===== config.mk =====
export PLATFORM = sky130hd
export DESIGN_NAME = button_debouncer
export DESIGN_NICKNAME = d
export VERILOG_FILES = /design/src/rtl/button_debouncer_pkg.sv /design/src/rtl/button_repeat_timer.sv /design/src/rtl/button_debouncer.sv
export SDC_FILE = /design/constraint.sdc
export NUM_CORES = 1
export LEC_CHECK = 0
export ABC_CLOCK_PERIOD_IN_PS = 1200
export CORE_UTILIZATION = 30
export DETAILED_ROUTE_END_ITERATION = 7
export PLACE_DENSITY = 0.54
export SETUP_SLACK_MARGIN = 0.1
export SLEW_MARGIN = 20
export SYNTH_ARGS = -nofsm -noshare
export SYNTH_HDL_FRONTEND = slang
export SYNTH_SLANG_ARGS = --single-unit

===== constraint.sdc =====
create_clock -name i_clk -period 1.2 [get_ports i_clk]
set_input_delay 0.24 -clock i_clk [delete_from_list [all_inputs] [get_ports i_clk]]
set_output_delay 0.24 -clock i_clk [all_outputs]
set_load 0.01 [all_outputs]

===== src/rtl/button_debouncer_pkg.sv =====
// Shared types and helpers for button_debouncer: FSM state encoding and counter width helper.
package button_debouncer_pkg;

  typedef enum logic [1:0] {
    STABLE_IDLE   = 2'd0,
    SETTLE_ACTIVE = 2'd1,
    STABLE_ACTIVE = 2'd2,
    SETTLE_IDLE   = 2'd3
  } deb_state_e;

  // Bits needed to hold values 0..max_value inclusive.
  function automatic int unsigned count_width(input int unsigned max_value);
    return (max_value < 1) ? 1 : $clog2(max_value + 1);
  endfunction

endpackage


===== src/rtl/button_repeat_timer.sv =====
// Auto-repeat timer: first strobe DELAY cycles after i_start, then every PERIOD cycles
// while i_enable stays high. Dropping i_enable clears the count; resuming uses PERIOD.
module button_repeat_timer
  import button_debouncer_pkg::*;
#(
  parameter int unsigned DELAY  = 8,
  parameter int unsigned PERIOD = 4
) (
  input  logic i_clk,
  input  logic i_reset,
  input  logic i_enable,
  input  logic i_start,
  output logic o_strobe
);

  localparam int unsigned CW = count_width((DELAY > PERIOD) ? DELAY : PERIOD);
  localparam logic [CW-1:0] DELAY_LAST  = CW'(DELAY - 1);
  localparam logic [CW-1:0] PERIOD_LAST = CW'(PERIOD - 1);

  logic [CW-1:0] r_count;
  logic          r_in_period;
  logic          r_strobe;
  logic [CW-1:0] w_last;

  assign w_last = r_in_period ? PERIOD_LAST : DELAY_LAST;

  always_ff @(posedge i_clk) begin
    if (i_reset) begin
      r_count     <= '0;
      r_in_period <= 1'b0;
      r_strobe    <= 1'b0;
    end else if (i_start) begin
      r_count     <= '0;
      r_in_period <= 1'b0;
      r_strobe    <= 1'b0;
    end else if (!i_enable) begin
      // A later return to the held state continues at the repeat period, not the delay.
      r_count     <= '0;
      r_in_period <= 1'b1;
      r_strobe    <= 1'b0;
    end else if (r_count == w_last) begin
      r_count     <= '0;
      r_in_period <= 1'b1;
      r_strobe    <= 1'b1;
    end else begin
      r_count  <= r_count + CW'(1);
      r_strobe <= 1'b0;
    end
  end

  assign o_strobe = r_strobe;

endmodule


===== src/rtl/button_debouncer.sv =====
// Debouncer for one synchronized button level: qualifies changes after STABLE_CYCLES equal
// samples, emits press/release strobes. Optional auto-repeat under BUTTON_REPEAT_EN.
module button_debouncer
  import button_debouncer_pkg::*;
#(
  parameter int unsigned STABLE_CYCLES = 4,
  parameter logic        IDLE_LEVEL    = 1'b0,
  parameter int unsigned REPEAT_DELAY  = 8,
  parameter int unsigned REPEAT_PERIOD = 4
) (
  input  logic i_clk,
  input  logic i_reset,
  input  logic i_bit_in,
  output logic o_level_out,
  output logic o_pressed,
  output logic o_released,
  output logic o_repeat
);

  localparam int unsigned   CW       = count_width(STABLE_CYCLES);
  localparam logic [CW-1:0] CNT_LAST = CW'(STABLE_CYCLES - 1);
  localparam logic [CW-1:0] CNT_MAX  = CW'(STABLE_CYCLES);

  if (STABLE_CYCLES < 2) begin : g_bad_stable
    $error("button_debouncer: STABLE_CYCLES must be >= 2");
  end
  if (REPEAT_DELAY < 1 || REPEAT_PERIOD < 1) begin : g_bad_repeat
    $error("button_debouncer: REPEAT_DELAY and REPEAT_PERIOD must be >= 1");
  end

  deb_state_e    r_state, w_state_next;
  logic [CW-1:0] r_count, w_count_next, w_count_inc;
  logic          r_level, w_level_next;
  logic          r_pressed, w_pressed_next;
  logic          r_released, w_released_next;
  logic          w_active_in;

  assign w_active_in = (i_bit_in != IDLE_LEVEL);
  assign w_count_inc = (r_count == CNT_MAX) ? r_count : r_count + CW'(1);

  always_comb begin
    w_state_next    = r_state;
    w_count_next    = r_count;
    w_level_next    = r_level;
    w_pressed_next  = 1'b0;
    w_released_next = 1'b0;
    case (r_state)
      STABLE_IDLE: begin
        if (w_active_in) begin
          w_state_next = SETTLE_ACTIVE;
          w_count_next = CW'(1);
        end
      end
      SETTLE_ACTIVE: begin
        if (!w_active_in) begin
          w_state_next = STABLE_IDLE;
          w_count_next = '0;
        end else if (r_count == CNT_LAST) begin
          w_state_next   = STABLE_ACTIVE;
          w_count_next   = '0;
          w_level_next   = ~IDLE_LEVEL;
          w_pressed_next = 1'b1;
        end else begin
          w_count_next = w_count_inc;
        end
      end
      STABLE_ACTIVE: begin
        if (!w_active_in) begin
          w_state_next = SETTLE_IDLE;
          w_count_next = CW'(1);
        end
      end
      SETTLE_IDLE: begin
        if (w_active_in) begin
          w_state_next = STABLE_ACTIVE;
          w_count_next = '0;
        end else if (r_count == CNT_LAST) begin
          w_state_next    = STABLE_IDLE;
          w_count_next    = '0;
          w_level_next    = IDLE_LEVEL;
          w_released_next = 1'b1;
        end else begin
          w_count_next = w_count_inc;
        end
      end
      default: begin
        w_state_next = STABLE_IDLE;
        w_count_next = '0;
        w_level_next = IDLE_LEVEL;
      end
    endcase
  end

  always_ff @(posedge i_clk) begin
    if (i_reset) begin
      r_state    <= STABLE_IDLE;
      r_count    <= '0;
      r_level    <= IDLE_LEVEL;
      r_pressed  <= 1'b0;
      r_released <= 1'b0;
    end else begin
      r_state    <= w_state_next;
      r_count    <= w_count_next;
      r_level    <= w_level_next;
      r_pressed  <= w_pressed_next;
      r_released <= w_released_next;
    end
  end

  assign o_level_out = r_level;
  assign o_pressed   = r_pressed;
  assign o_released  = r_released;

`ifdef BUTTON_REPEAT_EN
  // Timer driven from next-state so its strobe lines up with the registered FSM outputs.
  logic w_timer_en;
  assign w_timer_en = (w_state_next == STABLE_ACTIVE);

  button_repeat_timer #(
    .DELAY  (REPEAT_DELAY),
    .PERIOD (REPEAT_PERIOD)
  ) u_repeat_timer (
    .i_clk    (i_clk),
    .i_reset  (i_reset),
    .i_enable (w_timer_en),
    .i_start  (w_pressed_next),
    .o_strobe (o_repeat)
  );
`else
  assign o_repeat = 1'b0;
`endif

endmodule


## After elaboration in Yosys (flattened, before gate mapping)

Index checks and enable logic that the tools add are counted.

| word-level totals | value |
|---|---|
| memory bits (read-only) | 0 |
| memory bits (writable) | 0 |
| latch bits | 0 |
| memories kept | 0 |
| input bits | 3 |
| bits in registers | 8 |
| output and inout bits | 4 |

| cells by class | value |
|---|---|
| bitwise gates (word level) | 3 |
| $add $sub $neg | 1 |
| multiplexer cells | 20 |
| eq/ne operators | 13 |
| shifts and indexed selects | 0 |
| divide/modulo/power cells | 0 |
| reduce and logical (&&, ||, !) cells | 7 |
| multiply operators | 0 |
| $lt $le $gt $ge | 0 |

Operator list:

| operator | number |
|---|---|
| 2-to-1 mux 3 bit | 6 |
| 2-to-1 mux 2 bit | 6 |
| != test 2 bit, second input constant | 6 |
| one-hot mux 3 bit (4 select lines) | 1 |
| one-hot mux 2 bit (4 select lines) | 1 |
| != test 3 bit, second input constant | 2 |
| OR reduction 3 bit | 2 |
| 2-to-1 mux 1 bit | 5 |
| AND reduction 5 bit | 1 |
| equality test 2 bit, second input constant | 2 |
| AND reduction 4 bit | 1 |
| adder 3 x 1 -> 3 bit, second input constant | 1 |
| equality test 3 x 2 -> 1 bit, second input constant | 1 |
| equality test 3 bit, second input constant | 1 |
| inverter 1 bit | 3 |
| equality test 2 x 1 -> 1 bit, second input constant | 1 |
| zero test 2 bit | 1 |
| one-hot mux 1 bit (2 select lines) | 1 |
| AND reduction 2 bit | 1 |
| nonzero test 2 bit | 1 |

## Logic depth before layout (Yosys ltp)

| depth | value |
|---|---|
| word-level depth | 5 |
| gate-level depth with buffers | 5 |

## Worst setup path after synthesis

Ideal clock, no wire load.

| timing | value |
|---|---|
| path kind | register -> register |
| from | register r_count[0] |
| to | register r_level (netlist: o_level_out) |
| path slack | -0.018 ns |
| stages on the path, launching flop included | 6 |
| clock period less this slack | 1.218 ns |
| path buffers | 0 |
| data arrival time | 1.148 ns |
| path through | dfxtp_1 ha_1 ha_1 nand3_1 a21o_2 a21oi_1 |

| between the ends | value |
|---|---|
| longest elaborated chain between the ends | 3 |
| elaborated cells on any way between the ends | 4 |

Ends and longest elaborated chain:

| what | RTL line | RTL |
|---|---|---|
| from (decl) | button_debouncer.sv:32 | `logic [CW-1:0] r_count, w_count_next, w_count_inc;` |
| from (signal assigned) | button_debouncer.sv:103 | `r_count <= w_count_next;` |
| equality test 3 x 2 -> 1 bit (*) | button_debouncer.sv:58, button_debouncer.sv:77 |  |
| != test 2 bit (no line) | n/a |  |
| AND reduction 5 bit (no line) (*) | n/a |  |
| to (signal assigned) | button_debouncer.sv:104 | `r_level <= w_level_next;` |
| to (decl) | button_debouncer.sv:33 | `logic r_level, w_level_next;` |

Every way passes the cells marked *; elsewhere a longest branch is shown, timed or not.
A chain may end at the register's enable or synchronous reset.

## Worst setup path after layout

| timing | value |
|---|---|
| from | register r_count[0] |
| to | register r_count[2] |

| between the ends | value |
|---|---|
| longest elaborated chain between the ends | 5 |
| elaborated cells on any way between the ends | 8 |

Ends and longest elaborated chain:

| what | RTL line | RTL |
|---|---|---|
| adder 3 x 1 -> 3 bit or equality test 3 bit (tied branches) | button_debouncer.sv:39 | `assign w_count_inc = (r_count == CNT_MAX) ? r_count : r_count + CW'(1);` |
| 2-to-1 mux 3 bit | button_debouncer.sv:39 |  |
| 2-to-1 mux 3 bit (*) | button_debouncer.sv:58, button_debouncer.sv:77 |  |
| 2-to-1 mux 3 bit (on tied branches) | button_debouncer.sv:74, button_debouncer.sv:55 |  |
| one-hot mux 3 bit (4 select lines) (*) | button_debouncer.sv:47 | `case (r_state)` |

Marked as above.

==> qor.yml <==
critical_path:
  cpMostUsedCell: "ha_4"
  critPathCaptureType: "register"
  endpoint: "r_count[2]$_SDFFE_PP0P_"
  rrSetupSlack_ns: 0.06
  reg2reg_to: "r_count[2]$_SDFFE_PP0P_"
  crit_family: "adder cells"
  critical_path_arrival_ns: 1.28
  r2r-start: "r_count[0]$_SDFFE_PP0P_"
  cp-startpoint: "r_count[0]$_SDFFE_PP0P_"
  critical_path_required_ns: 1.34
  slowest_delay_ns: 0.36
  crit_chain: "ha_4 > ha_4 > a21oi_2 > a32o_1"
  reg2regPathDepth: 4
  worstSetupPathType: "reg -> reg"
  critPathBufInv: 0
  slowest_stage: "dfxtp_4"
  critPathLaunchType: "register"
  crit_cells: 4
  path_max_fanout: 3
min_path:
  hp-class: "in -> reg"
  worstHoldStart: "i_bit_in"
power:
  p_per_area_mw_per_mm2: 1060
  p_int_w: 0.000448
  switching_share_pct: 24.9
  vdd_drop_max_mv: 0.550
  pwr-share-comb_pct: 14.2
  clkPwrFrac_pct: 37.1
  seqPwrFrac_pct: 48.8
  power_w: 0.000597
  leakagePower_nw: 0.208
  power_switching_w: 0.000149
clocking:
  htree_levels: 1
  cts-root-buf: "clkbuf_4"
  cts_tree: "built"
  clkTransAtPathRegs_ns: 0.06
  clkLatencyLatePin_ns: 0.26
  cts_buffers: 3
  clockBufferDepth: 2
  cts_sinks: 8
logic_synthesis:
  synth_seq_cells: 8
  syn_nets: 49
  synth_cells: 43
  yosysUniqueCellTypes: 20
  synth_edf_count: 0
  synth_seq_area_share_pct: 40.9
  async_flop_share_pct: 0
  netlist_area_um2: 392
  avgSynthCellArea_um2: 9.11
  synth_flop_cell: "dfxtp_1"
  ys.warnings.count: 0
grt:
  grt_pass1_vias: 349
  grt_first_pass_wirelength_um: 1400
  antenna_found_initial: 0
  grt_max_degree: 8
  grt_usage_pct: 14.4
  grt_overflow: 0
placement:
  portBuffers: 5
  gp_congestion: 0.800
  post_dp_cell_area_um2: 505
  dp_slack_ns: -0.286
  dpl.hpwl_um: 543
  dp_cells: 63
drt:
  postRouteAntennaNets: 0
  drc: 0
  routed_wirelength_um: 881
  first_pass_iters: 4
  drt-wirelength-per-cell_um: 12.8
  vias_per_cell: 4.90
  drtIter0Drc: 5
  num_vias: 338
timing:
  max_freq_mhz: 875
  fin_ws_ns: 0.0565
  hold_violations: 0
  drv_slew: 0
  final.setup_skew_ns: 0.0140
  finalCriticalPeriod_ns: 1.14
  setup_viol: 0
  min_period_over_period_pct: 95.3
  rsz0062_at_grt: "yes"
floorplan:
  die-height_um: 38.1
  dieArea_mm2: 0.00145
  fp-row-count: 12
  ioPinCount: 7
  initial_core_util_pct: 33.9
  die_w_um: 38.1
  core_mm2: 0.00116
run_status:
  status: "completed"
cells_and_area:
  drive_above_1_share_pct: 40.0
  diodes: 0
  final_nets: 62
  area_growth_pct: 43.8
  fin_cells: 69
  most-common-layout-cells: "dfxtp_1 (5), buf_4 (5), inv_1 (4), a21oi_2 (4)"
  postLayoutCellArea_um2: 563
job:
  maxCapViolations: 0
## synthesized netlist by cell type, types with 2 or more instances
| cell | instances | area [um2] |
|---|---|---|
| dfxtp_1 | 8 | 160 |
| inv_1 | 4 | 15.0 |
| nand2_1 | 4 | 15.0 |
| a21oi_1 | 3 | 15.0 |
| ha_1 | 3 | 37.5 |
| nor3b_1 | 3 | 22.5 |
| nand3_1 | 2 | 10.0 |
| nor2_1 | 2 | 7.51 |
| o21ai_0 | 2 | 10.0 |
| xnor2_1 | 2 | 17.5 |
## final cells by class
type / instances / area, um2
fillers: 112 / 593
multi-input cells: 29 / 253
flip-flops and latches: 8 / 166
repair buffers: 10 / 85.1
clock buffers: 4 / 26.3
well taps: 14 / 17.5
inverters: 4 / 15.0
## routing by layer
layer	track usage [%]	share of wire, %	up-vias	wire, um
li1	-	-	167	-
met1	14.7	42	162	374
met2	26.3	53	9	468
met3	8.72	4.3	0	38
met4	0	0	0	0
met5	0	0	-	0
## metrics by stage
step	utilization [%]	TNS (ns)	hold slack (ns)
floorplan	-	0	0.316
global route	48.7	0	0.419
finish	48.7	0	0.410
global placement	43.7	-1.14	0.474
CTS	47.6	0	0.403
detailed placement	43.7	-1.33	0.484
## cell families (layout without fill, tap and decap cells)
| family | Yosys count | after routing | share of synthesized area (%) |
|---|---|---|---|
| and+or+nand+nor | 13 | 13 | 17.6 |
| other | 1 | 1 | 0.958 |
| adders and majority gates | 3 | 3 | 9.59 |
| xor gates and xnor gates | 3 | 3 | 6.71 |
| AOI/OAI and AO/OA | 9 | 9 | 17.6 |
| buffers and inverters | 6 | 18 | 6.71 |
| DFF | 8 | 8 | 40.9 |
## power by group through the flow
| stage | clock [W] | combinational, W | sequential [W] |
|---|---|---|---|
| global route | 0.000249 | 0.0000939 | 0.000292 |
| finish | 0.000221 | 0.0000845 | 0.000291 |
| floorplan | 0 | 0.0000434 | 0.000295 |
| detailed placement | 0 | 0.0000724 | 0.000297 |
| CTS | 0.000233 | 0.0000812 | 0.000290 |
| global placement | 0 | 0.0000709 | 0.000296 |
## worst min-delay path by stage
| stage | to | slack, ns | cells past startpoint |
|---|---|---|---|
| after floorplan | o_released$_SDFF_PP0_ | 0.32 | 1 |
| after global placement | o_level_out$_SDFFE_PP0P_ | 0.47 | 2 |
| after detailed placement | o_level_out$_SDFFE_PP0P_ | 0.48 | 2 |
| after CTS | o_released$_SDFF_PP0_ | 0.40 | 2 |
| after global routing | o_released$_SDFF_PP0_ | 0.42 | 2 |
| final | o_released$_SDFF_PP0_ | 0.41 | 2 |
## what timing repair did
item / 4_1_cts / 5_1_grt
pin swaps: 6 / 1
setup buffers: 2 / 0
hold buffers: 0 / 0
endpoints found under the setup margin: 7 / 8
gates resized for setup: 8 / 5
Power figures use the tool's default switching activity.
